$ cat config.mk
export PLATFORM = sky130hd
export DESIGN_NAME = uart_ctrl_regbank
export DESIGN_NICKNAME = d
export VERILOG_FILES = /design/src/rtl/uart_ctrl_regbank.sv
export SDC_FILE = /design/constraint.sdc
export NUM_CORES = 1
export LEC_CHECK = 0
export BUFFER_PORTS_ARGS = -buffer_cell sky130_fd_sc_hd__buf_2
export CELL_PAD_IN_SITES_DETAIL_PLACEMENT = 0
export CELL_PAD_IN_SITES_GLOBAL_PLACEMENT = 1
export CORE_MARGIN = 1.5
export CORE_UTILIZATION = 35
export DETAILED_ROUTE_END_ITERATION = 7
export PLACE_DENSITY = 0.85
export SKIP_LAST_GASP = 1
export SYNTH_ARGS = -nofsm -noshare
export SYNTH_HDL_FRONTEND = slang
export SYNTH_SLANG_ARGS = --single-unit
$ cat constraint.sdc
create_clock -name clk_i -period 1.05 [get_ports clk_i]
set_input_delay 0 -clock clk_i [delete_from_list [all_inputs] [get_ports clk_i]]
set_output_delay 0 -clock clk_i [all_outputs]
set_load 0.03 [all_outputs]
$ cat src/rtl/uart_ctrl_regbank.sv
// Dual-writer UART control register bank with a self-clearing START command handshake.
// Latency: writes land on the clock edge; read data and status pulses are registered (1 cycle).
// Backpressure: none on writes; the START command holds cmd_req until cmd_ack is seen.
//
// Ports:
//   clk_i, rst_n_i          clock and asynchronous active-low reset
//   usr_we_i/addr/be/wdata  user bus write (byte enables); usr_rdata_o is registered read of usr_addr_i
//   hw_we_i/addr/wmask/wdata UART-side write with per-bit mask (user wins on overlapping bits)
//   regs_o                  all registers flattened, reg k at [k*DATA_W +: DATA_W]
//   cmd_req_o, cmd_ack_i    command handshake driven by START (reg 0, bit START_BIT)
//   done_o                  one-cycle pulse after the ack is accepted
//   wr_conflict_o           one-cycle pulse after an edge where both writers hit the same bits
module uart_ctrl_regbank #(
   parameter int                DATA_W    = 32,
   parameter int                NUM_REGS  = 4,
   parameter int                ADDR_W    = (NUM_REGS > 1) ? $clog2(NUM_REGS) : 1,
   parameter logic [DATA_W-1:0] RST_VAL   = '0,
   parameter int                START_BIT = 0
) (
   input  logic                       clk_i,
   input  logic                       rst_n_i,
   input  logic                       usr_we_i,
   input  logic [ADDR_W-1:0]          usr_addr_i,
   input  logic [DATA_W/8-1:0]        usr_be_i,
   input  logic [DATA_W-1:0]          usr_wdata_i,
   output logic [DATA_W-1:0]          usr_rdata_o,
   input  logic                       hw_we_i,
   input  logic [ADDR_W-1:0]          hw_addr_i,
   input  logic [DATA_W-1:0]          hw_wmask_i,
   input  logic [DATA_W-1:0]          hw_wdata_i,
   output logic [NUM_REGS*DATA_W-1:0] regs_o,
   output logic                       cmd_req_o,
   input  logic                       cmd_ack_i,
   output logic                       done_o,
   output logic                       wr_conflict_o
);

   localparam int NUM_BYTES  = DATA_W / 8;
   localparam int START_BYTE = START_BIT / 8;

   typedef enum logic [1:0] {
      ST_IDLE = 2'd0,
      ST_REQ  = 2'd1,
      ST_DONE = 2'd2
   } state_t;

   state_t              state;
   logic [DATA_W-1:0]   regs      [NUM_REGS];
   logic [DATA_W-1:0]   regs_next [NUM_REGS];
   logic [NUM_REGS-1:0] usr_sel;
   logic [NUM_REGS-1:0] hw_sel;
   logic [DATA_W-1:0]   be_mask;
   logic [DATA_W-1:0]   rd_mux;
   logic                conflict_next;
   logic                start_usr_wr;
   logic                start_hw_val;
   logic                start_next;

   // Address decode. Out-of-range addresses match no register, so such
   // writes fall away and reads return zero without a separate range check.
   always_comb begin
      usr_sel = '0;
      hw_sel  = '0;
      rd_mux  = '0;
      for (int k = 0; k < NUM_REGS; k++) begin
         usr_sel[k] = usr_we_i && (usr_addr_i == ADDR_W'(k));
         hw_sel[k]  = hw_we_i  && (hw_addr_i  == ADDR_W'(k));
         if (usr_addr_i == ADDR_W'(k)) begin
            rd_mux = regs[k];
         end
      end
   end

   always_comb begin
      be_mask = '0;
      for (int j = 0; j < NUM_BYTES; j++) begin
         be_mask[j*8 +: 8] = {8{usr_be_i[j]}};
      end
   end

   // Conflict needs a shared register and at least one bit claimed by both writers.
   assign conflict_next = (|(usr_sel & hw_sel)) && (|(be_mask & hw_wmask_i));

   // START bit next value. The hw side can only ever clear it, and only
   // while idle; during REQ/DONE the bit belongs to the handshake.
   always_comb begin
      start_usr_wr = usr_sel[0] && usr_be_i[START_BYTE];
      start_hw_val = (hw_sel[0] && hw_wmask_i[START_BIT]) ? hw_wdata_i[START_BIT]
                                                           : regs[0][START_BIT];
      start_next   = regs[0][START_BIT];
      case (state)
         ST_IDLE: begin
            if (start_usr_wr) begin
               start_next = usr_wdata_i[START_BIT];
            end else begin
               start_next = regs[0][START_BIT] & start_hw_val;
            end
         end
         ST_REQ: begin
            if (cmd_ack_i) begin
               start_next = 1'b0;
            end
         end
         default: start_next = regs[0][START_BIT];
      endcase
   end

   // Per-bit merge: hw bits first, user bytes on top so the user wins overlaps.
   always_comb begin
      for (int k = 0; k < NUM_REGS; k++) begin
         regs_next[k] = regs[k];
         if (hw_sel[k]) begin
            regs_next[k] = (regs_next[k] & ~hw_wmask_i) | (hw_wdata_i & hw_wmask_i);
         end
         if (usr_sel[k]) begin
            regs_next[k] = (regs_next[k] & ~be_mask) | (usr_wdata_i & be_mask);
         end
      end
      regs_next[0][START_BIT] = start_next;
   end

   always_ff @(posedge clk_i or negedge rst_n_i) begin
      if (!rst_n_i) begin
         for (int k = 0; k < NUM_REGS; k++) begin
            regs[k] <= RST_VAL;
         end
         usr_rdata_o   <= '0;
         wr_conflict_o <= 1'b0;
      end else begin
         for (int k = 0; k < NUM_REGS; k++) begin
            regs[k] <= regs_next[k];
         end
         // Read samples the pre-write contents.
         usr_rdata_o   <= rd_mux;
         wr_conflict_o <= conflict_next;
      end
   end

   // Command handshake. cmd_req_o and done_o are registered here so the
   // engine never sees a combinational path from the bus or from the ack.
   always_ff @(posedge clk_i or negedge rst_n_i) begin
      if (!rst_n_i) begin
         state     <= ST_IDLE;
         cmd_req_o <= 1'b0;
         done_o    <= 1'b0;
      end else begin
         case (state)
            ST_IDLE: begin
               done_o <= 1'b0;
               if (start_next) begin
                  state     <= ST_REQ;
                  cmd_req_o <= 1'b1;
               end
            end
            ST_REQ: begin
               if (cmd_ack_i) begin
                  state     <= ST_DONE;
                  cmd_req_o <= 1'b0;
                  done_o    <= 1'b1;
               end
            end
            ST_DONE: begin
               state  <= ST_IDLE;
               done_o <= 1'b0;
            end
            default: begin
               state     <= ST_IDLE;
               cmd_req_o <= 1'b0;
               done_o    <= 1'b0;
            end
         endcase
      end
   end

   for (genvar g = 0; g < NUM_REGS; g++) begin : g_flat
      assign regs_o[g*DATA_W +: DATA_W] = regs[g];
   end

endmodule

# == After elaboration in Yosys (flattened, before gate mapping) ==
# Index checks and enable logic that the tools add are counted.
# totals
register_bits,165
in_bits,109
out_inout_bits,163
wordCells,85
# classes
n_eq_ne,10
mux,24
bitwise_logic,24
reduce_logical,18
# ops
cell,n
32-bit two-way mux,12
32-bit AND,11
32-bit OR,8
32-bit inverter,2
32-bit OR reduction,1
1-bit logical AND,11
2-bit == test (second input constant),5
1-bit two-way mux,7
2-bit by 1-bit == test with 1-bit output (second input constant),3
2-bit logical NOT,3
4-bit AND,1
2-bit two-way mux,2
2-bit inequality test (second input constant),2
2-bit one-hot mux with 2 select lines,1
4-bit OR reduction,1
1-bit one-hot mux with 3 select lines,1
3-bit AND reduction,1
1-bit one-hot mux with 2 select lines,1
2-bit AND reduction,1
1-bit AND,1
1-bit inverter,1

# == Depth between registers and ports, before layout ==
# Gate-level depths: netlist of the first run.
# logic_depth
depth_word,9
mapped_depth,6
mapped_depth_nobuf,4

# == Worst setup path after synthesis of the first run ==
# No wires, ideal clock.
# synth_timing
path_kind,register to register
start,"reg regs, in the netlist regs_o[0]"
end,reg state[0]
setup_time_ns,0.083
arrival_time_ns,1.178
required_time_ns,0.967
slack_ns,-0.211
path_stages_with_launch,5
n_path_buf,0
period_less_slack_ns,1.261
path_cell_list,dfrtp_1 inv_1 a311o_1 a211o_1 o21ai_0
# synth_between
elab_chain_cells,6
word_cells_on_any_way,7
classes_between,eq/ne: 1; mux: 4; bitwise: 1; reduce/logical: 1
# synth_rtl
item,line,source
start: declaration,48,logic [DATA_W-1:0] regs [NUM_REGS];
start signal: indexed assignment,131,regs[k] <= regs_next[k];
1-bit two-way mux,88,start_hw_val = (hw_sel[0] && hw_wmask_i[START_BIT]) ? hw_wdata_i[START_BIT]
1-bit AND,96,start_next = regs[0][START_BIT] & start_hw_val;
1-bit two-way mux,93,if (start_usr_wr) begin
1-bit one-hot mux with 2 select lines *,91,case (state)
2-bit inequality test (no source line) *,--,
2-bit AND reduction (no source line) *,--,
end signal: assignment,143,state <= ST_IDLE;
end signal: assignment,151,state <= ST_REQ;
end signal: assignment,157,state <= ST_DONE;
end: declaration,47,state_t state;
# Mark *: on every way between the ends. The rest lies on a longest branch, timed or not.
# A chain may end at the register's enable or synchronous reset.

==> flow_summary.toml, run 1 <==
[setup_path]
critPathArrivalTime_ns = 1.49
critPathBufInv = 1
startpoint_type = "flop"
r2r_start = "regs_o[0]$_DFF_PN0_"
crit_path_top_delay_cell = "dfrtp_2"
max_stage_delay_ns = 0.39
critPathKind = "reg2reg"
critical-path-top-delay-family = "compound AO/OA/AOI/OAI gates"
required_ns = 1.39
cp_cell_sequence = "inv_2 > a311o_1 > a211o_1 > o21ai_1"
crit_start = "regs_o[0]$_DFF_PN0_"
cp_max_fo = 3
cp-end-kind = "flop"

[power_and_ir_drop]
leakagePower_uw = 0.00645
power_frac_clock_pct = 25.8
p_sw_share_pct = 36.6
p_per_area_nw_per_um2 = 2000
p_int_uw = 16800
p_seq_share_pct = 35.0
ir_drop_mv = 1.05
pwr-share-comb_pct = 39.3
power_uw = 26500
p_sw_uw = 9710

[timing]
fin_crit_sh_pct = 110
hold_violations = 0
final-setup-viol-count = 38
min_period_ns = 1.15
max_slew_margin_pct = 73.7
rsz0062_at_grt = "true"
worstMarginPinSlew_ns = 0.391
drv_slew = 0
hold_slack_ns = 0.0176
skew_ns = 0.0107
max_freq_ghz = 0.868
fin_ws_ns = -0.102

[final_layout]
multiInputGateArea_um2 = 3960
syn_to_final_growth_pct = 61.1
fill_cells = 1908
final_net_count = 1370
regArea_um2 = 4290
drive_gt1_share_pct = 47.2
fin_area_um2 = 13300
n_antenna_cell = 0

[floorplanning]
core-area_um2 = 22800
die_y_um = 156
rows = 55
die_w_um = 156
die-area_um2 = 24500
start_util_pct = 36.1
ios = 272

[logic_synthesis]
yosysSeqAreaShare_pct = 50.1
syn_nets = 915
syn_avg_cell_area_um2 = 10.2
synthCells = 806
yosys_warnings = 0
syn_area_um2 = 8240
synth_seq_cells = 165
ys_types = 26

[grt]
antenna_found_initial = 0
grt_pass1_wl_um = 44800
grt-ovfl-total = 0
grt_pass1_vias = 8166
globalRouteTotalUtil_pct = 23.9
grt_max_degree = 44

[run]
cap_viol_max_count = 0

[placement]
dp_hpwl_um = 20300
finalWeightedCongestion = 0.858
postPlaceCellArea_um2 = 11000
dp_slack_ns = -0.187
io_buffers = 271

[drt]
routed_wl_um = 29900
routed_via_density = 5.14
dr.first_iter.drc_count = 456
dr_total_vias = 8160
first_pass_iters = 5
post_drt_wl_per_cell_um = 18.9
drc = 0
ant_nets = 0

[clock_network]
cts_tree = "done"
clk_latency_ns = 0.42
clockBufferDepth = 2
cts_root_buf = "clkbuf_16"
htree_levels = 4
clkSinkCount = 165
clk_pin_slew_ns = 0.07
cts-buffers-inserted = 17

[status]
status = "complete, but fails checks"
violations = "setup timing"

[hold_path]
hold_class = "in2reg"
min_from = "hw_wmask_i[22]"
-- cell families after synthesis --
group | after synthesis | share of synthesized area, %
compound gates | 136 | 8.42
xor+xnor | 2 | 0.213
buf+inv | 45 | 2.47
flops | 165 | 50.1
mux | 159 | 24.2
simple gates | 299 | 14.6
-- routing by layer --
layer,vias up,wire length (um),GRT usage (%)
met5,-,0,0
met4,0,779,9.12
met3,66,2080,4.96
met2,378,15000,40.2
met1,3979,12100,30.3
li1,3737,-,-
-- power by group through the flow --
stage	Clock (uW)	Sequential (uW)	Combinational (uW)
2_1_floorplan	0	12100	2120
3_3_place_gp	0	9080	8590
3_5_place_dp	0	9110	8720
4_1_cts	6940	9110	9770
5_1_grt	7180	9450	10900
6_report	6840	9280	10400
-- path summary, 6_finish.rpt --
kind | endpoint | slack, ns | cells after the start
worst max-delay path | regs_o[0]$_DFF_PN0_ | -0.10 | 4
min in group asynchronous | regs_o[34]$_DFF_PN0_ | 0.03 | 2
worst max register to register | regs_o[0]$_DFF_PN0_ | -0.10 | 4
worst min-delay path | regs_o[22]$_DFF_PN0_ | 0.02 | 4
max in group asynchronous | regs_o[77]$_DFF_PN0_ | 0.43 | 3
worst min register to register | cmd_req_o$_DFFE_PN0P_ | 0.54 | 2
-- flip-flops by register name, summed over array words and instances (netlist names) --
signal,count
cmd_req_o,1
done_o,1
regs_o,128
state,2
usr_rdata_o,32
wr_conflict_o,1
-- repair_timing --
action,in CTS,in global routing
pin swaps,0,3
hold buffers,74,3
resized for setup,125,177
setup endpoints to repair,51,118
endpoints found under the hold margin,298,4
setup buffers,17,6
-- cell usage after synthesis, drive strengths merged --
cell / number / share of area, %
a21oi: 98 / 6.0
a22oi: 2 / 0.18
nor3: 3 / 0.18
nand3: 8 / 0.49
nand4: 5 / 0.38
dfrtp: 165 / 50
nand2b: 1 / 0.076
nor2b: 2 / 0.15
clkbuf: 19 / 0.87
inv: 3 / 0.14
nand2: 168 / 7.7
a211o: 1 / 0.11
xnor2: 2 / 0.21
and3: 1 / 0.076
mux4: 32 / 8.7
and3b: 2 / 0.21
nor3b: 1 / 0.15
buf: 23 / 1.5
nor4: 8 / 0.61
a311o: 1 / 0.12
nor2: 99 / 4.5
mux2i: 127 / 15
and4bb: 1 / 0.15
o21ai: 34 / 2.1
-- area by class of cell --
| class | instances | share of cell area [%] |
|---|---|---|
| Multi-Input combinational cell | 596 | 29.8 |
| Clock buffer | 19 | 3.26 |
| Sequential cell | 165 | 32.3 |
| Inverter | 3 | 0.0848 |
| Tap cell | 313 | 2.95 |
| Clock inverter | 13 | 1.48 |
| Timing Repair Buffer | 478 | 30.1 |
-- worst register-to-register path, stage by stage, from the launching register on --
cell	delay [ns]
dfrtp_2	0.39
inv_2	0.04
a311o_1	0.26
a211o_1	0.28
o21ai_1	0.09
-- through the flow --
stage | std cells | TNS (ns) | util [%]
finish | 1587 | -1.42 | 58.1
floorplan | 806 | -0.736 | -
detailed placement | 1466 | -9.44 | 48.4
global placement | 1466 | -5.83 | 48.4
CTS | 1582 | -2.16 | 56.5
global route | 1587 | -2.83 | 58.1
-- placed cells by master, fill, tap and decap left out, types with 37 or more instances in the layout --
master	synthesis	layout
a21oi_1	98	98
buf_2	22	158
buf_4	0	112
buf_6	1	117
dfrtp_1	165	37
dfrtp_2	0	128
dlygate4sd3_1	0	77
mux2i_1	127	125
nand2_1	168	168
nor2_1	99	99
Power figures use the tool's default switching activity.
==> run 2: changes to the inputs <==
--- a/config.mk
+++ b/config.mk
@@ -5,13 +5,14 @@
 export SDC_FILE = /design/constraint.sdc
 export NUM_CORES = 1
 export LEC_CHECK = 0
+export ABC_AREA = 1
 export BUFFER_PORTS_ARGS = -buffer_cell sky130_fd_sc_hd__buf_2
 export CELL_PAD_IN_SITES_DETAIL_PLACEMENT = 0
 export CELL_PAD_IN_SITES_GLOBAL_PLACEMENT = 1
 export CORE_MARGIN = 1.5
-export CORE_UTILIZATION = 35
+export CORE_UTILIZATION = 33
 export DETAILED_ROUTE_END_ITERATION = 7
-export PLACE_DENSITY = 0.85
+export PLACE_DENSITY = 0.84
 export SKIP_LAST_GASP = 1
 export SYNTH_ARGS = -nofsm -noshare
 export SYNTH_HDL_FRONTEND = slang
==> run 2 against run 1 <==
Compared with the run above: largest cell class unchanged; combinational power down 4%; die area up 15%; the run now ends clean; final area up 2.9%; routed wire length up 32%; register-to-register slack better by 0.15 ns; sequential power down 4.4%; maximum frequency up 12%; clock-buffer cell count up 2; non-clock buffer count up 29; worst setup slack better by 0.12 ns.
==> flow_summary.toml, run 2 <==
[grt]
grt_pass1_wl_um = 59200
grt_pass1_vias = 10200
grt-ovfl-total = 0
antenna_found_initial = 0
grt_max_degree = 38
globalRouteTotalUtil_pct = 27.5

[placement]
dp_slack_ns = -0.194
postPlaceCellArea_um2 = 11500
finalWeightedCongestion = 0.922
dp_hpwl_um = 27500
io_buffers = 271

[run]
cap_viol_max_count = 0

[power_and_ir_drop]
ir_drop_mv = 1.09
p_per_area_nw_per_um2 = 1880
leakagePower_uw = 0.00682

[timing]
final-setup-viol-count = 0
max_slew_margin_pct = 68.1
drv_slew = 0
worstMarginPinSlew_ns = 0.478
skew_ns = 0.0119
rsz0062_at_grt = "true"
hold_violations = 0
fin_tns_setup_ns = 0
fin_crit_sh_pct = 98.3
fin_ws_ns = 0.0179
max_freq_ghz = 0.969
min_period_ns = 1.03

[logic_synthesis]
ys_types = 33
synth_compound_area_share_pct = 18.6
syn_avg_cell_area_um2 = 7.63
yosysTopAreaCellShare_pct = 46.3
synth.top_cells.by_count = "200 x nand3_1, 183 x nand2_1, 165 x dfrtp_1"
yosys.area_share.simple_pct = 25.1
synth_area_leaders = "dfrtp_1 46%, nand3_1 11%, nand2_1 7.7%"
yosysSeqAreaShare_pct = 46.3
synth_ff_type = "dfrtp_1"
synth_top_family_by_area = "simple AND/OR/NAND/NOR gates"
synth_seq_cells = 165
syn_area_um2 = 8920
syn_nets = 1279
synth.most_common_cell = "nand3_1"
synthCells = 1170
synth_xor_area_share_pct = 0
synth_area_leader_cell = "dfrtp_1"
synthArstFlopShare_pct = 100
synthAdderAreaFrac_pct = 0
yosys_warnings = 0
synth_edf_count = 0
synth_mux_area_share_pct = 0

[clock_network]
cts_tree = "done"
cts_root_buf = "clkbuf_16"
clk_latency_ns = 0.43
cts-buffers-inserted = 17
clk_pin_slew_ns = 0.07
htree_levels = 4
clockBufferDepth = 2
clkSinkCount = 165

[final_layout]
final_util_pct = 51.1
drive_gt1_share_pct = 29.9
final_net_count = 1743
fin_area_um2 = 13700
mostFrequentLayoutCells = "199 x nand3_1, 187 x buf_2, 183 x nand2_1, 165 x dfrtp_1, 162 x buf_4"
final_common_cell = "nand3_1"
n_antenna_cell = 0
largest_reg_flops = 128
syn_to_final_growth_pct = 53.1

[setup_path]
crit_path_top_delay_cell = "dfrtp_1"
max_stage_delay_ns = 0.41
cp-end-kind = "output port"
cp_cell_sequence = "clkbuf_4"
required_ns = 1.05
critical-path-top-delay-family = "flip-flops"
critPathKind = "reg2out"
cp_max_fo = 3
startpoint_type = "flop"
critPathArrivalTime_ns = 1.03
critPathBufInv = 1

[floorplanning]
die_w_um = 167
die_y_um = 167
die-area_um2 = 28000
core-area_um2 = 26700
rows = 60
ios = 272
start_util_pct = 33.4

[drt]
post_drt_wl_per_cell_um = 19.8
dr_total_vias = 10600
dr.first_iter.drc_count = 1012
first_pass_iters = 5
ant_nets = 0
routed_via_density = 5.32
drc = 0
routed_wl_um = 39400

[hold_path]
hold_class = "in2reg"

[status]
status = "finished clean"
run 2: cell types whose count changed in the layout (fill, tap and decap cells not counted), sizes merged, moves of 27 or more:
cell	before	now
a21oi	98	22
inv	8	155
mux2i	127	0
mux4	32	0
nand3	8	204
nor2	99	56
nor3	3	30
o21ai	34	195
o22ai	0	50
run 2: per-layer routing:
layer	vias to the layer above	routed length (um)	share of wire (%)	global-route usage, %
li1	4905	-	-	-
met1	5019	16500	42	36.0
met2	545	18700	47	45.1
met3	84	3130	7.9	5.32
met4	0	1050	2.7	10.8
met5	-	0	0	0
run 2: path summary, 6_finish.rpt:
path                                       start                         to  slack (ns)  cells past startpoint
setup / recovery            regs_o[52]$_DFF_PN0_                 regs_o[52]        0.02                      1
hold / removal                       usr_be_i[3]      regs_o[126]$_DFF_PN0_        0.01                      3
setup reg to reg            state[1]$_DFFE_PN0P_       state[0]$_DFFE_PN0P_        0.05                      3
hold reg to reg            regs_o[111]$_DFF_PN0_  usr_rdata_o[15]$_DFF_PN0_        0.52                      2
max in group asynchronous                rst_n_i       regs_o[19]$_DFF_PN0_        0.39                      3
min in group asynchronous                rst_n_i   usr_rdata_o[4]$_DFF_PN0_        0.07                      2
run 2: where the power goes:
part           internal [uW]  switching (uW)
Clock                   4140            2670
Sequential              7770            1100
Combinational           3760            6190
run 2: cell families (layout without fill, tap and decap cells):
logic type / after synthesis / count (layout)
simple gates: 491 / 491
compound gates: 297 / 297
buf+inv: 217 / 691
flops: 165 / 165
run 2: what timing repair did:
item                                    in CTS  in global routing
hold endpoints to repair                   297                  0
resized for setup                           35                117
hold buffers                                97                  0
endpoints found under the setup margin      35                 80
setup buffers                                6                 32
run 2: worst min-delay path: cells and delay by family:
family / cells / cell delay [ns]
buf+inv: 1 / 0.21
simple gates: 2 / 0.18
run 2: layout make-up:
cell class              count  area [um^2]
flip-flops and latches    165         4130
clock inverters             8          149
fillers                  2606        13100
well taps                 341          427
multi-input cells         788         3930
repair buffers            507         3970
inverters                 155          591
clock buffers              21          470
run 2: metrics by stage:
| stage | instances | total power (uW) | hold WS, ns |
|---|---|---|---|
| floorplan | 1170 | 14000 | -0.296 |
| global placement | 1821 | 17300 | -0.0352 |
| detailed placement | 1821 | 17400 | -0.0344 |
| CTS | 1953 | 24800 | 0.000135 |
| global route | 1985 | 26800 | 0.0129 |
| finish | 1985 | 25600 | 0.0145 |
==> run 3: changes to the inputs <==
--- a/config.mk
+++ b/config.mk
@@ -9,6 +9,7 @@
 export BUFFER_PORTS_ARGS = -buffer_cell sky130_fd_sc_hd__buf_2
 export CELL_PAD_IN_SITES_DETAIL_PLACEMENT = 0
 export CELL_PAD_IN_SITES_GLOBAL_PLACEMENT = 1
+export CORE_ASPECT_RATIO = 1.75
 export CORE_MARGIN = 1.5
 export CORE_UTILIZATION = 33
 export DETAILED_ROUTE_END_ITERATION = 7
==> run 3 against run 2 <==
Compared with the run above: sequential share of layout area is 1.1 points lower; critical endpoint is now regs_o[69]; via count is 3.6% higher; clock skew shrank 0.0054 ns; largest power group unchanged; final area increased by 3.8%; clock-buffer cell count grew 2; non-clock buffer count is 24 higher; die area grew 0.14%; the flow now finishes with violations (setup timing); clock power rose by 11%; register-to-register slack hardly changed.
==> flow_summary.toml, run 3 (synthesis results as in run 2) <==
[timing]
rsz0062_at_grt = "true"
final-setup-viol-count = 7
min_period_ns = 1.07
hold_slack_ns = 0.0150
fin_crit_sh_pct = 102
fin_ws_ns = -0.0193
skew_ns = 0.00649
hold_violations = 0
max_slew_margin_pct = 74.0
worstMarginPinSlew_ns = 0.390
drv_slew = 0
max_freq_ghz = 0.935

[drt]
post_drt_wl_per_cell_um = 20.9
ant_nets = 0
dr.first_iter.drc_count = 1069
routed_wl_um = 41700
first_pass_iters = 8
routed_via_density = 5.47
dr_total_vias = 10900
drc = 0

[grt]
grt-ovfl-total = 0
grt_pass1_vias = 11000
grt_pass1_wl_um = 61900
antenna_found_initial = 2
globalRouteTotalUtil_pct = 29.4
grt_max_degree = 32

[floorplanning]
die_y_um = 221
start_util_pct = 33.6
die_w_um = 127
ios = 272
core-area_um2 = 26600
rows = 79
die-area_um2 = 28100

[setup_path]
critPathArrivalTime_ns = 1.07
critPathBufInv = 1
cp-end-kind = "output port"
critPathKind = "reg2out"
startpoint_type = "flop"
cp_cell_sequence = "buf_6"
crit_path_top_delay_cell = "dfrtp_1"
critical-path-top-delay-family = "flip-flops"
crit_start = "regs_o[69]$_DFF_PN0_"
max_stage_delay_ns = 0.45
required_ns = 1.05
cp_max_fo = 2
r2r_start = "regs_o[6]$_DFF_PN0_"

[placement]
finalWeightedCongestion = 0.952
dp_hpwl_um = 28500
io_buffers = 271

[clock_network]
cts_tree = "done"
clk_latency_ns = 0.45
cts-buffers-inserted = 17
htree_levels = 4
clockBufferDepth = 2
clkSinkCount = 165
cts_root_buf = "clkbuf_16"
clk_pin_slew_ns = 0.07

[final_layout]
largest_reg_flops = 128
final_common_cell = "nand3_1"
final_util_pct = 53.3
drive_gt1_share_pct = 31.0
syn_to_final_growth_pct = 58.9
final_net_count = 1767
mostFrequentLayoutCells = "199 x nand3_1, 181 x nand2_1, 178 x buf_4, 163 x buf_2, 162 x dfrtp_1"

[power_and_ir_drop]
ir_drop_mv = 1.09
leakagePower_uw = 0.00709
p_per_area_nw_per_um2 = 1920

[status]
violations = "setup timing"
status = "complete, but fails checks"

[run]
cap_viol_max_count = 0

[hold_path]
hold_class = "in2async"
==> run 3: cell types whose count changed in the layout (fill, tap and decap cells not counted), moves of 4 or more <==
cell      delta
buf_12       +4
buf_6       +37
buf_2       -24
buf_4       +16
clkbuf_4    -12
==> run 3: path summary, 6_finish.rpt <==
| check | to | slack [ns] | cells after the start |
|---|---|---|---|
| max | regs_o[69] | -0.02 | 1 |
| min | regs_o[36]$_DFF_PN0_ | 0.02 | 2 |
| max reg2reg | regs_o[6]$_DFF_PN0_ | 0.04 | 4 |
| min reg2reg | cmd_req_o$_DFFE_PN0P_ | 0.52 | 2 |
| max in group asynchronous | regs_o[100]$_DFF_PN0_ | 0.45 | 3 |
| min in group clk_i | regs_o[117]$_DFF_PN0_ | 0.02 | 5 |
==> run 3: layout make-up <==
class / instances / area (um^2)
fill: 2478 / 12400
timing repair buffer: 531 / 4420
sequential: 165 / 4130
multi-input combinational: 788 / 3930
inverter: 155 / 591
clock buffer: 23 / 478
tap: 324 / 405
clock inverter: 9 / 220
antenna: 2 / 5.00
==> run 3: layer usage <==
layer  track usage, %  vias to the layer above  routed length (um)
met5                0                        -                   0
met4             21.4                        0                2930
met3             5.39                      203                2900
met2             50.4                      659               20800
met1             32.6                     5114               15000
li1                 -                     4954                   -
==> run 3: timing repair <==
action / 4_1_cts / 5_1_grt
buffers inserted: 45 / 18
resized for setup: 124 / 79
pin swaps: 0 / 1
endpoints found under the setup margin: 88 / 81
hold buffers: 99 / 0
gates cloned: 0 / 1
hold endpoints to repair: 297 / 0
==> run 3: per-stage QoR <==
step	worst slack, ns	cells	instance area [um^2]	TNS [ns]	total power [uW]
3_3_place_gp	-0.152	1801	11500	-7.66	17400
2_1_floorplan	0.00642	1170	8920	0	14000
6_report	-0.0193	1997	14200	-0.0533	27200
3_5_place_dp	-0.191	1801	11500	-11.60	17500
4_1_cts	-0.0222	1976	13800	-0.181	26600
5_1_grt	-0.0267	1997	14200	-0.244	28400
==> run 3: report_power, final <==
group	switching [uW]	leakage, uW	internal, uW	total (uW)
clock	2690	0.000341	4890	7580
sequential	1140	0.00195	7780	8920
combinational	6380	0.00479	4330	10700
